===== config.mk =====
export PLATFORM = sky130hd
export DESIGN_NAME = sprite_action_ctrl
export DESIGN_NICKNAME = d
export VERILOG_FILES = /design/src/rtl/sprite_pkg.sv /design/src/rtl/btn_press_detect.sv /design/src/rtl/sprite_action_ctrl.sv
export SDC_FILE = /design/constraint.sdc
export NUM_CORES = 1
export LEC_CHECK = 0
export ABC_AREA = 1
export CAP_MARGIN = 20
export CORE_MARGIN = 2
export CORE_UTILIZATION = 45
export CTS_CLUSTER_SIZE = 8
export DETAILED_ROUTE_END_ITERATION = 12
export PLACE_DENSITY = 0.72
export SLEW_MARGIN = 25
export SYNTH_ARGS = -nofsm -noshare
export SYNTH_HDL_FRONTEND = slang
export SYNTH_SLANG_ARGS = --single-unit

===== constraint.sdc =====
create_clock -name Clk -period 1.8 [get_ports Clk]
set_clock_uncertainty 0.1 [all_clocks]
set_input_delay 0.18 -clock Clk [delete_from_list [all_inputs] [get_ports Clk]]
set_output_delay 0.18 -clock Clk [all_outputs]
set_load 0.05 [all_outputs]

===== src/rtl/sprite_pkg.sv =====
// Shared types and sprite codes for the sprite action controller.
package sprite_pkg;

    typedef enum logic [2:0] {
        IDLE,
        PUNCH,
        JUMP,
        JUMP_PUNCH,
        COOLDOWN
    } action_state_t;

    localparam logic [2:0] SPR_IDLE  = 3'b000;
    localparam logic [2:0] SPR_PUNCH = 3'b001;
    localparam logic [2:0] SPR_JUMP  = 3'b010;

endpackage


===== src/rtl/btn_press_detect.sv =====
// Frame-tick-gated rising-edge detector: a press is a 0->1 change between two tick samples.
module btn_press_detect (
    input  logic clk_i,
    input  logic reset_i,
    input  logic tick_i,
    input  logic btn_i,
    output logic press_o
);

    logic hist_q;

    always_ff @(posedge clk_i) begin
        if (reset_i) begin
            hist_q <= 1'b0;
        end else if (tick_i) begin
            hist_q <= btn_i;
        end
    end

    assign press_o = tick_i & btn_i & ~hist_q;

endmodule


===== src/rtl/sprite_action_ctrl.sv =====
// Per-frame punch/jump action sequencer driving sprite select and jump-arc height.
//   state      | meaning
//   IDLE       | standing, accepts jump or punch press
//   PUNCH      | punch sprite held for PUNCH_FRAMES ticks
//   JUMP       | airborne, a punch press switches to JUMP_PUNCH
//   JUMP_PUNCH | airborne with punch sprite, arc continues
//   COOLDOWN   | lockout for COOLDOWN_FRAMES ticks after any action
module sprite_action_ctrl
    import sprite_pkg::*;
#(
    parameter int unsigned PUNCH_FRAMES    = 8,
    parameter int unsigned JUMP_FRAMES     = 16,
    parameter int unsigned COOLDOWN_FRAMES = 4,
    parameter int unsigned JUMP_STEP       = 2
) (
    input  logic       Clk,
    input  logic       Reset,
    input  logic       frame_tick,
    input  logic       punch,
    input  logic       jump,
    output logic [2:0] spriteIndex,
    output logic [7:0] y_offset,
    output logic       busy
);

    localparam logic [4:0] PUNCH_LAST = 5'(PUNCH_FRAMES - 1);
    localparam logic [4:0] JUMP_LAST  = 5'(JUMP_FRAMES - 1);
    localparam logic [4:0] COOL_LAST  = 5'(COOLDOWN_FRAMES - 1);
    localparam logic [4:0] JUMP_HALF  = 5'(JUMP_FRAMES / 2);
    localparam logic [7:0] JUMP_LAST8 = 8'(JUMP_FRAMES - 1);
    localparam logic [7:0] STEP8      = 8'(JUMP_STEP);

    action_state_t state_q, state_d;
    logic [4:0]    cnt_q, cnt_d;
    logic          punch_press, jump_press;
    logic [7:0]    cnt_w;

    btn_press_detect u_punch_det (
        .clk_i   (Clk),
        .reset_i (Reset),
        .tick_i  (frame_tick),
        .btn_i   (punch),
        .press_o (punch_press)
    );

    btn_press_detect u_jump_det (
        .clk_i   (Clk),
        .reset_i (Reset),
        .tick_i  (frame_tick),
        .btn_i   (jump),
        .press_o (jump_press)
    );

    always_comb begin
        state_d = state_q;
        cnt_d   = cnt_q;
        if (frame_tick) begin
            case (state_q)
                IDLE: begin
                    if (jump_press) begin
                        state_d = JUMP;
                        cnt_d   = '0;
                    end else if (punch_press) begin
                        state_d = PUNCH;
                        cnt_d   = '0;
                    end
                end
                PUNCH: begin
                    if (cnt_q == PUNCH_LAST) begin
                        state_d = COOLDOWN;
                        cnt_d   = '0;
                    end else begin
                        cnt_d = cnt_q + 5'd1;
                    end
                end
                JUMP: begin
                    // Landing takes priority over a punch arriving on the final tick.
                    if (cnt_q == JUMP_LAST) begin
                        state_d = COOLDOWN;
                        cnt_d   = '0;
                    end else begin
                        cnt_d = cnt_q + 5'd1;
                        if (punch_press) state_d = JUMP_PUNCH;
                    end
                end
                JUMP_PUNCH: begin
                    if (cnt_q == JUMP_LAST) begin
                        state_d = COOLDOWN;
                        cnt_d   = '0;
                    end else begin
                        cnt_d = cnt_q + 5'd1;
                    end
                end
                COOLDOWN: begin
                    if (cnt_q == COOL_LAST) begin
                        state_d = IDLE;
                        cnt_d   = '0;
                    end else begin
                        cnt_d = cnt_q + 5'd1;
                    end
                end
                default: begin
                    state_d = IDLE;
                    cnt_d   = '0;
                end
            endcase
        end
    end

    always_ff @(posedge Clk) begin
        if (Reset) begin
            state_q <= IDLE;
            cnt_q   <= '0;
        end else begin
            state_q <= state_d;
            cnt_q   <= cnt_d;
        end
    end

    assign cnt_w = {3'b000, cnt_q};

    always_comb begin
        spriteIndex = SPR_IDLE;
        y_offset    = 8'd0;
        busy        = (state_q != IDLE);
        case (state_q)
            PUNCH:      spriteIndex = SPR_PUNCH;
            JUMP:       spriteIndex = SPR_JUMP;
            JUMP_PUNCH: spriteIndex = SPR_PUNCH;
            default:    spriteIndex = SPR_IDLE;
        endcase
        if (state_q == JUMP || state_q == JUMP_PUNCH) begin
            if (cnt_q < JUMP_HALF) y_offset = STEP8 * cnt_w;
            else                   y_offset = STEP8 * (JUMP_LAST8 - cnt_w);
        end
    end

endmodule


## After elaboration in Yosys (flattened, before gate mapping)

Cells that the tools add are included.

- Bitwise logic cells: 6
- Add/subtract/negate cells: 2
- Muxes and demuxes: 17
- $lt $le $gt $ge: 1
- Eq/ne operators: 12
- Reduce and logical (&&, ||, !) cells: 7

Operator list:

| cell | number |
|---|---|
| 5-bit 2-to-1 mux | 5 |
| 3-bit 2-to-1 mux | 7 |
| 5-bit one-hot mux with 4 select lines | 1 |
| 8-bit 2-to-1 mux | 2 |
| 3-bit one-hot mux with 5 select lines | 1 |
| 3-bit by 2-bit == test with 1-bit output (second input constant) | 2 |
| 2-bit inequality test (second input constant) | 3 |
| 3-bit inequality test (second input constant) | 2 |
| 6-bit AND reduction | 1 |
| 4-bit by 5-bit subtractor with 6-bit output (first input constant) | 1 |
| 5-bit by 1-bit adder with 5-bit output (second input constant) | 1 |
| 5-bit by 2-bit == test with 1-bit output (second input constant) | 1 |
| 5-bit by 3-bit == test with 1-bit output (second input constant) | 1 |
| 5-bit by 4-bit == test with 1-bit output (second input constant) | 1 |
| 5-bit by 4-bit < comparator with 1-bit output (second input constant) | 1 |
| 1-bit bitwise AND | 4 |
| 2-bit one-hot mux with 2 select lines | 1 |
| 2-bit OR reduction | 2 |
| 3-bit by 1-bit == test with 1-bit output (second input constant) | 1 |
| 3-bit == test (second input constant) | 1 |
| 3-bit logical NOT | 1 |
| 3-bit nonzero test | 1 |
| 1-bit NOT | 2 |
| 2-bit AND reduction | 1 |
| 1-bit logical OR | 1 |

- Word-level logic and storage cells: 49
- Flip-flop bits (word level): 10
- Input bits: 5
- Output and inout port bits: 12

## Logic depth before layout (Yosys ltp)

Gate-level depths: netlist of the first run.

- Depth in word-level cells: 5
- Gate-level depth with buffers: 10
- Depth with buffers taken out: 10

## Cells and area by module

Synthesis of the first run repeated with hierarchy kept, for this count alone.

- Cell total of the unflattened synthesis: 129
- Area total of the unflattened synthesis: 760.7 µm²

By module, submodules not included:

| module | seq. area each (µm²) | area each (µm²) | times used | cells each |
|---|---|---|---|---|
| sprite_action_ctrl | 160.2 | 673.1 | 1 | 117 |
| btn_press_detect | 20.0 | 43.8 | 2 | 6 |

## Least setup slack after synthesis of the first run

No wires, ideal clock.

- Kind: reg-to-output
- Start point: register cnt_q[3]
- End point: output y_offset[1]
- Arrival: 1.438 ns
- Buffers on the path: 0
- Stages on the path, launching flop included: 5
- Slack: 0.082 ns
- Data required time: 1.520 ns
- Cells stage by stage: dfxtp_1 nor2_4 inv_1 o21ai_0 a21oi_1

- Longest elaborated chain between the ends: 3

RTL lines:

| element | line | text |
|---|---|---|
| start, declared | sprite_action_ctrl.sv:34 | `logic [4:0] cnt_q, cnt_d;` |
| start signal, assigned | sprite_action_ctrl.sv:116 | `cnt_q <= cnt_d;` |
| 5-bit by 4-bit < comparator with 1-bit output | sprite_action_ctrl.sv:133 | `if (cnt_q < JUMP_HALF) y_offset = STEP8 * cnt_w;` |
| 8-bit 2-to-1 mux | sprite_action_ctrl.sv:133 |  |
| 8-bit 2-to-1 mux | sprite_action_ctrl.sv:132 | `if (state_q == JUMP \|\| state_q == JUMP_PUNCH) begin` |
| end, declared | sprite_action_ctrl.sv:22 | `output logic [7:0] y_offset,` |

No other way between the ends.

## Worst setup path in the final report of the first run

- Start point: register state_q[2]
- End point: output y_offset[1]

- Longest elaborated chain between the ends: 3
- Elaborated cells between the ends (all ways): 4
- Those cells by class: eq/ne: 2; mux: 1; reduce/logical: 1

RTL lines:

| element | line | text |
|---|---|---|
| start, declared | sprite_action_ctrl.sv:33 | `action_state_t state_q, state_d;` |
| start signal, assigned | sprite_action_ctrl.sv:115 | `state_q <= state_d;` |
| 3-bit by 2-bit == test with 1-bit output | sprite_action_ctrl.sv:132 |  |
| 1-bit logical OR * | sprite_action_ctrl.sv:132 |  |
| 8-bit 2-to-1 mux * | sprite_action_ctrl.sv:132 |  |

Mark *: on every way between the ends. The rest lies on a longest branch, timed or not.

==> results.md, run 1 <==
- Status: finished, final reports clean
- DIE AREA: ~2100 µm²
- Cells after Synth: 128
- #FFs+latches synth: 10
- Worst-path fanout max: 5
- Syn Area/Cell: 6.00 µm²
- Final hold vios: 0
- Max Cap Viol: 0
- Vias: around 830
- Hold_ws: between 300 and 400 ps
- CTS tree: built
- Critical Path End Type: primary output
- Leading post-synthesis cells by cell area: dfxtp_1 (26%), nand2_1 (12%), nor2_1 (12%), inv_1 (8.8%), nand3_1 (8.5%)
- Most used cell, CP: inv_2
- Port Buffers: 14
- DR pass1 iterations: 4
- Initial Utilization: between 40% and 50%
- EDFF count, synth: 0
- Syn. warnings: 0
- I/O pin count: 17
- Pint: ~0.7 mW
- Worst skew pair latency: about 270 ps
- Fmax: roughly 0.6 GHz
- GPL Wtd Cong: about 0.82
- Util after Layout: approximately 66%
- Crit-path cells: inv_2 > nand2_1 > inv_2 > o21ai_0 > a21oi_1 > buf_12
- Setup Fix Bufs, Post-CTS: 0
- CP top delay family: buffers and inverters
- DR vias/cell: a little over 5
- Switching pwr: about 0.76 mW
- Tcrit/Tclk final: roughly 90%
- RSZ-0062 raised after global routing: no
- CP max stage delay: 360 ps
- Reg clk slew, reported paths: around 70 ps
- Worst Hold Class: reg2reg
- Seq/Total Area, Yosys: roughly a quarter
- Power, Total: 1.46 mW
- Antenna-violating nets left: 0
- Final Max Tran Viols: 0
- Die width: around 45 µm
- Ys async rst share: 0%
- Clk root buf: clkbuf_4
- Gr usage total: 18.9%
- DRT iter0 DRCs: 18
- Top_reg_cell synth: dfxtp_1
- CP required: about 1500 ps
- Min cycle time layout: about 1700 ps
- H-tree lvl count: 1
- Final nets: 151
- Global-route wire length before repair: about 2700 µm
- Switch share: between 50 and 60%
- Grt total ovfl: 0
- Leak pwr: around 0.5 nW
- Mapped Area: 768 µm²
- Clock power frac: a little over an eighth
- Dpl ws: between 100 and 150 ps
- Most frequent cells in the layout: nand2_1 (25), nor2_1 (24), inv_1 (17)
- Detailed Place HPWL: roughly 1300 µm
- WS Path Type: reg2out
- Antenna diodes: 0
- Cell Area, Placed: 985 µm²
- Clock Path Buffers: 2
- Crit-path slowest cell: dfxtp_1
- Distinct cells, synth: 18
- Post-CTS Hold Fix Bufs: 0
- Endpoints failing setup: 0
- Comb pwr share: a little under two thirds
- Synth area leader: dfxtp_1
- Max VDD drop: around 0.0011 V
- Fin Setup TNS: 0 ps
- Cts repair resizes: 0
- Buf/Inv on CP: 3
- Fin area: 1030 µm²
- Final WL: about 1600 µm
- CTS Buf Count: 3
- Die height: 45.3 µm
- Row count: 14
- Critical Path AT: ~1400 ps
- DRC errors left: 0
- Share of layout cells above drive strength 1: a little over a fifth
- Top cell type's share of synthesized area: about a quarter
- Layout filler cell count: 123
- Largest net degree at the start of global routing: 8
- Most common cell after layout, fill and taps aside: nand2_1
- Pwr Density: ~1400 nW/µm²
- Total core area: 1560 µm²
- Wire per inst: approximately 10 µm
- Final setup margin: 131 ps
- Sequential Power Share: 22.4%
- CP Launch Type: register
- Dpl cells: about 160
- Synthesis-to-finish area growth: 33.9%
- Vias in the first global route: between 600 and 700
- # clock sinks: 10
- Final std cells w/o fill: 160
- Initial antenna violation count: 0
[worst paths after layout]
path,slack (ps),depth (start not counted),end,startpoint
max reg2reg,220,8,state_q[2],cnt_q[0]
min reg2reg,370,2,u_punch_det.hist_q,u_punch_det.hist_q
min,370,2,u_punch_det.hist_q,u_punch_det.hist_q
max,130,6,y_offset[1],state_q[2]
[power by group through the flow]
| stage | clock network, mW | registers, mW | logic (mW) |
|---|---|---|---|
| 2_1_floorplan | 0 | 0.317 | 0.681 |
| 3_3_place_gp | 0 | 0.328 | 0.919 |
| 3_5_place_dp | 0 | 0.330 | 0.923 |
| 4_1_cts | 0.206 | 0.325 | 0.931 |
| 5_1_grt | 0.216 | 0.337 | 1.03 |
| 6_report | 0.200 | 0.328 | 0.937 |
[logic make-up (layout without fill, tap and decap cells)]
kind of cell | after synthesis | count (layout) | share of synthesized area [%]
buf+inv | 23 | 38 | 12.9
compound gates | 17 | 17 | 11.1
other cells | 1 | 2 | 0.488
flops | 10 | 10 | 26.1
simple gates | 76 | 76 | 47.9
fa+ha+maj | 1 | 1 | 1.63
[worst register-to-register path, delay by kind of cell (launching register included)]
family / cells / cell delay (ps)
simple gates: 6 / 620
flops: 1 / 430
fa+ha+maj: 1 / 290
buf+inv: 1 / 60
[synthesized netlist by cell type (all sizes together), types with 3 or more instances]
master	instances
dfxtp	10
nand2	27
o21ai	7
nand3	15
nand3b	3
inv	19
buf	3
nor2	30
a21oi	10
[sequential cells by signal (all words and copies together), names as in the netlist]
register and cells:
state_q 3, u_punch_det.hist_q 1, cnt_q 5, u_jump_det.hist_q 1
[layout make-up]
cell class	count	area [µm²]	area share (%)
well taps	16	20.0	1.95
multi-input cells	96	479	46.6
flip-flops and latches	10	201	19.6
repair buffers	14	215	20.9
inverters	20	76.3	7.42
clock buffers	4	36.3	3.53
[per-layer routing]
| metal | share of wire [%] | GRT usage [%] |
|---|---|---|
| met1 | 46 | 24.0 |
| met2 | 48 | 30.6 |
| met3 | 4.4 | 2.40 |
| met4 | 1.0 | 10.6 |
| met5 | 0 | 0 |
Power figures use the tool's default switching activity.
==> run 2: changes to the inputs <==
==> constraint.sdc (replaced) <==
create_clock -name Clk -period 1.8 [get_ports Clk]
set_clock_uncertainty 0.1 [all_clocks]
set_input_delay 0.54 -clock Clk [delete_from_list [all_inputs] [get_ports Clk]]
set_output_delay 0.54 -clock Clk [all_outputs]
set_load 0.05 [all_outputs]
==> results.md, run 2 (same netlist as run 1, synthesis figures left out) <==
- Fin area: about 1200 µm²
- Tcrit/Tclk final: 102%
- Hold path depth: 2
- CTS Buf Count: 3
- Die height: approximately 45 µm
- Largest net degree at the start of global routing: 7
- Min cycle time layout: between 1500 and 2000 ps
- Violated checks: setup timing
- Fmax: ~0.54 GHz
- Gr usage total: 21.8%
- Stages on worst setup path: 5
- Share of layout cells above drive strength 1: between 30 and 40%
- Comb pwr share: a little over two thirds
- DRT iter0 DRCs: 34
- Reg clk slew, reported paths: roughly 70 ps
- Max reg flops: 5
- Row count: 14
- H-tree lvl count: 1
- Largest regs: cnt_q x5, state_q x3
- Most common cell after layout, fill and taps aside: nor2_1
- Final nets: ~170
- Worst-path fanout max: 4
- CP required: between 1000 and 1500 ps
- GPL Wtd Cong: slightly above 0.8
- Switch share: about half
- Final hold vios: 0
- Antenna-violating nets left: 0
- Layout filler cell count: approximately 110
- Critical Path AT: around 1200 ps
- Fin Setup TNS: -87.9 ps
- Worst Reg-to-Reg Cells: 8
- Initial antenna violation count: 0
- Crit-path cells: nor2_4 > inv_4 > o21ai_2 > a21oi_4 > buf_12
- Max Cap Viol: 0
- CP max stage delay: roughly 330 ps
- WS Path Type: reg2out
- Cell Area, Placed: between 1000 and 1500 µm²
- CP Launch Type: register
- Endpoints failing setup: 5
- DR vias/cell: around 5.2
- Post-CTS Hold Fix Bufs: 0
- I/O pin count: 17
- Grt total ovfl: 0
- Most frequent cells in the layout: nor2_1 (23), nand2_1 (21), buf_4 (14)
- Clock Path Buffers: 2
- Reg with most FFs: cnt_q
- Port Buffers: 14
- Pwr Density: between 1000 and 1500 nW/µm²
- Total core area: ~1600 µm²
- Worst skew pair latency: 260 ps
- # clock sinks: 10
- Final setup margin: -34.9 ps
- Final WL: ~2000 µm
- DIE AREA: between 2000 and 2500 µm²
- Clk root buf: clkbuf_4
- CP top delay family: flip-flops
- Vias in the first global route: around 800
- Leak pwr: roughly 0.6 nW
- Sequential Power Share: between 10% and 20%
- Max VDD drop: between 0.001 and 0.0015 V
- Vias: 909
- Die width: roughly 45 µm
- Detailed Place HPWL: roughly 1500 µm
- Global-route wire length before repair: between 3000 and 4000 µm
- CTS tree: built
- Synthesis-to-finish area growth: 60.9%
- Critical Path End Type: primary output
- Antenna diodes: 0
- Initial Utilization: around 49%
- Final Max Tran Viols: 0
- Wire per inst: about 11 µm
- Worst Hold Class: reg2reg
- Clock power frac: 11.3%
- Buf/Inv on CP: 2
- DR pass1 iterations: 4
- Status: complete, but fails checks
- Switching pwr: a little under 0.9 mW
- Crit-path slowest cell: dfxtp_2
- RSZ-0062 raised after global routing: yes
- DRC errors left: 0
- Pint: about 0.9 mW
[run 2: cell count changes in the layout (fill, tap and decap cells not counted), moves of 3 or more]
| cell | change |
|---|---|
| inv_1 | -4 |
| buf_4 | +12 |
| o21ai_0 | -3 |
| dfxtp_1 | -4 |
| nand2_1 | -4 |
| o21ai_2 | +3 |
[run 2: layout make-up]
cell class	count	area (µm²)	share of cell area (%)
tap	16	20.0	1.62
clock buffer	4	36.3	2.94
multi-input combinational	96	533	43.1
timing repair buffer	28	345	27.9
inverter	20	90.1	7.29
sequential	10	211	17.1
[run 2: worst paths after layout]
| path | startpoint | endpoint | slack (ps) |
|---|---|---|---|
| max | cnt_q[3] | y_offset[2] | -30 |
| min | u_punch_det.hist_q | u_punch_det.hist_q | 360 |
| min reg2reg | u_punch_det.hist_q | u_punch_det.hist_q | 360 |
| max reg2reg | cnt_q[1] | state_q[2] | 150 |
[run 2: through the flow]
step | hold slack (ps) | utilization [%] | power [mW] | setup WS, ps | std cells
4_1_cts | 361 | 77.5 | 1.73 | -28.9 | 174
3_3_place_gp | 347 | 70.9 | 1.38 | -89.7 | 165
6_report | 358 | 79.3 | 1.78 | -34.9 | 174
5_1_grt | 376 | 79.3 | 1.91 | -84.5 | 174
2_1_floorplan | 328 | - | 1.02 | -87.6 | 129
3_5_place_dp | 350 | 70.9 | 1.40 | -166 | 165
[run 2: power groups by stage]
| stage | sequential (mW) | clock (mW) | combinational, mW |
|---|---|---|---|
| floorplan | 0.321 | 0 | 0.700 |
| global placement | 0.322 | 0 | 1.06 |
| detailed placement | 0.325 | 0 | 1.07 |
| CTS | 0.331 | 0.203 | 1.20 |
| global route | 0.349 | 0.212 | 1.35 |
| finish | 0.341 | 0.201 | 1.24 |
[run 2: repair_timing]
| action | CTS | global route |
|---|---|---|
| gates resized for setup | 15 | 11 |
| pin swaps | 1 | 1 |
| setup buffers | 5 | 0 |
| setup endpoints to repair | 8 | 13 |
| gates cloned | 0 | 0 |
[run 2: worst register-to-register path: cells and delay by family, from the launching register on]
kind,cells,cell delay (ps)
AND/OR/NAND/NOR,6,680
flip-flops,1,420
adder cells (fa/ha/maj),1,290
buffers and inverters,1,70
[run 2: metal layers]
layer,vias to the layer above,global-route usage [%],part of all wire [%]
met5,-,0,0
met4,0,10.0,1.8
met3,6,4.40,4.8
met2,31,36.0,48
met1,409,27.2,46
li1,463,-,-
==> run 3: changes to the inputs <==
- CORE_UTILIZATION: 45 -> 44
- PLACE_DENSITY: 0.72 -> 0.74
- clock period: 1.8 -> 1.6 ns (I/O delays scaled with it)
==> results.md, run 3 (same netlist as run 1, synthesis figures left out) <==
- Reg with most FFs: cnt_q
- Critical Path AT: between 1000 and 1500 ps
- Gr usage total: between 20% and 30%
- H-tree lvl count: 1
- Most common cell after layout, fill and taps aside: buf_4
- Die width: ~46 µm
- Launch point of the worst reg-to-reg path: state_q[2]
- CP Launch Type: register
- Grt total ovfl: 0
- Clock Path Buffers: 2
- Tcrit/Tclk final: 115%
- Pwr Density: 1770 nW/µm²
- Final setup margin: -244 ps
- Final nets: approximately 180
- Initial Utilization: between 40% and 50%
- Reg clk slew, reported paths: approximately 70 ps
- GPL Wtd Cong: 0.873
- Hold Crit Endpoint: u_punch_det.hist_q
- Global-route wire length before repair: about 3900 µm
- Worst-path fanout max: 4
- Worst Hold Class: reg2reg
- RSZ-0062 raised after global routing: yes
- Max Cap Viol: 0
- Hold_sp: u_punch_det.hist_q
- Hold path depth: 2
- Leak pwr: ~0.66 nW
- Port Buffers: 14
- Crit-path slowest cell: dfxtp_2
- Dpl ws: -268 ps
- Layout filler cell count: 75
- Violated checks: setup timing
- Post-CTS Hold Fix Bufs: 0
- Max reg flops: 5
- WS Path Type: reg2out
- Worst skew pair latency: between 200 and 300 ps
- Vias in the first global route: a little under 1k
- Most frequent cells in the layout: buf_4 (23), nor2_1 (19), nand2_1 (17)
- CP max stage delay: 330 ps
- Multi-input gate area: roughly 650 µm²
- Vias: approximately 1.1k
- I/O pin count: 17
- Detailed Place HPWL: 1700 µm
- FF-to-FF End: state_q[1]
- Fmax: 0.542 GHz
- # clock sinks: 10
- Fin Setup TNS: -1630 ps
- Share of layout cells above drive strength 1: between 50% and 60%
- Antenna-violating nets left: 0
- Largest regs: cnt_q x5, state_q x3
- Row count: 15
- Final hold vios: 0
- Endpoints failing setup: 10
- Final Max Tran Viols: 0
- Antenna diodes: 0
- Clk root buf: clkbuf_4
- R2R Setup Slk: 0 ps
- Min cycle time layout: about 1800 ps
- DR vias/cell: between 5 and 6
- Synthesis-to-finish area growth: 90.2%
- Initial antenna violation count: 0
- Die height: approximately 46 µm
- Wire per inst: 15.4 µm
- DIE AREA: about 2100 µm²
- DRT iter0 DRCs: 66
- Largest net degree at the start of global routing: 7
- CTS Buf Count: 3
- CP top delay family: buffers and inverters
- Critical Path End Type: primary output
- DR pass1 iterations: 4
- Max VDD drop: approximately 0.0020 V
- Worst Reg-to-Reg Cells: 12
- Status: complete, but fails checks
- Buf/Inv on CP: 3
- Crit-path cells: nor2_4 > inv_2 > buf_6 > a21oi_4 > buf_6
- DRC errors left: 0
- Most used cell, CP: buf_6
- CP required: 1020 ps
- CTS tree: built
- Total core area: roughly 1700 µm²
- Final WL: slightly below 3000 µm
- Sequential standard cell area: ~210 µm²
run 3: changes by cell type in the layout (fill, tap and decap cells not counted), sizes merged:
cell           previous run  this run
clkdlybuf4s50             4         3
clkinv                    1         0
buf                      24        38
inv                      18        19
dlygate4sd2               0         1
run 3: where the power goes:
group | total, mW | switching (mW) | internal (mW)
logic | 1.97 | 1.13 | 0.833
registers | 0.387 | 0.0737 | 0.314
clock network | 0.227 | 0.0885 | 0.138
total | 2.58 | 1.30 | 1.28
run 3: stage by stage:
stage | instance area (µm²) | instances | hold slack (ps) | total power [mW] | utilization, %
after global placement | 1170 | 174 | 345 | 1.65 | 69.1
after CTS | 1370 | 186 | 388 | 2.24 | 81.0
final | 1460 | 189 | 380 | 2.58 | 86.5
after floorplan | 833 | 129 | 328 | 1.18 | -
after global routing | 1460 | 189 | 405 | 2.68 | 86.5
after detailed placement | 1170 | 174 | 378 | 1.68 | 69.1
run 3: cell type report:
type | instances | area share, %
multi-input combinational | 96 | 44.5
timing repair buffer | 42 | 30.8
sequential | 10 | 14.5
inverter | 20 | 6.25
clock buffer | 4 | 2.48
tap | 17 | 1.46
run 3: how the worst max path moves through the flow:
stage	startpoint	endpoint	depth (start not counted)
2_1_floorplan	state_q[2]	y_offset[7]	6
3_3_place_gp	frame_tick	state_q[2]	8
3_5_place_dp	frame_tick	state_q[0]	8
4_1_cts	cnt_q[4]	y_offset[1]	5
5_1_grt	cnt_q[4]	y_offset[1]	5
6_report	cnt_q[4]	y_offset[1]	5
run 3: timing repair:
action                     in CTS  in global routing
resized for setup              34                 23
setup endpoints to repair      13                 17
pin swaps                       5                 10
buffers inserted                8                  4
run 3: tightest hold or removal path, stage by stage (launching register included):
cell and delay (ps):
dfxtp_1 320, nand2_1 60, a21oi_1 60
run 3: layer usage:
| layer | vias up | wire length [µm] | track usage [%] |
|---|---|---|---|
| met3 | 11 | 142 | 2.78 |
| met4 | 0 | 78 | 9.71 |
| met5 | - | 0 | 0 |
| li1 | 494 | - | - |
| met1 | 532 | 1160 | 29.0 |
| met2 | 54 | 1530 | 47.6 |
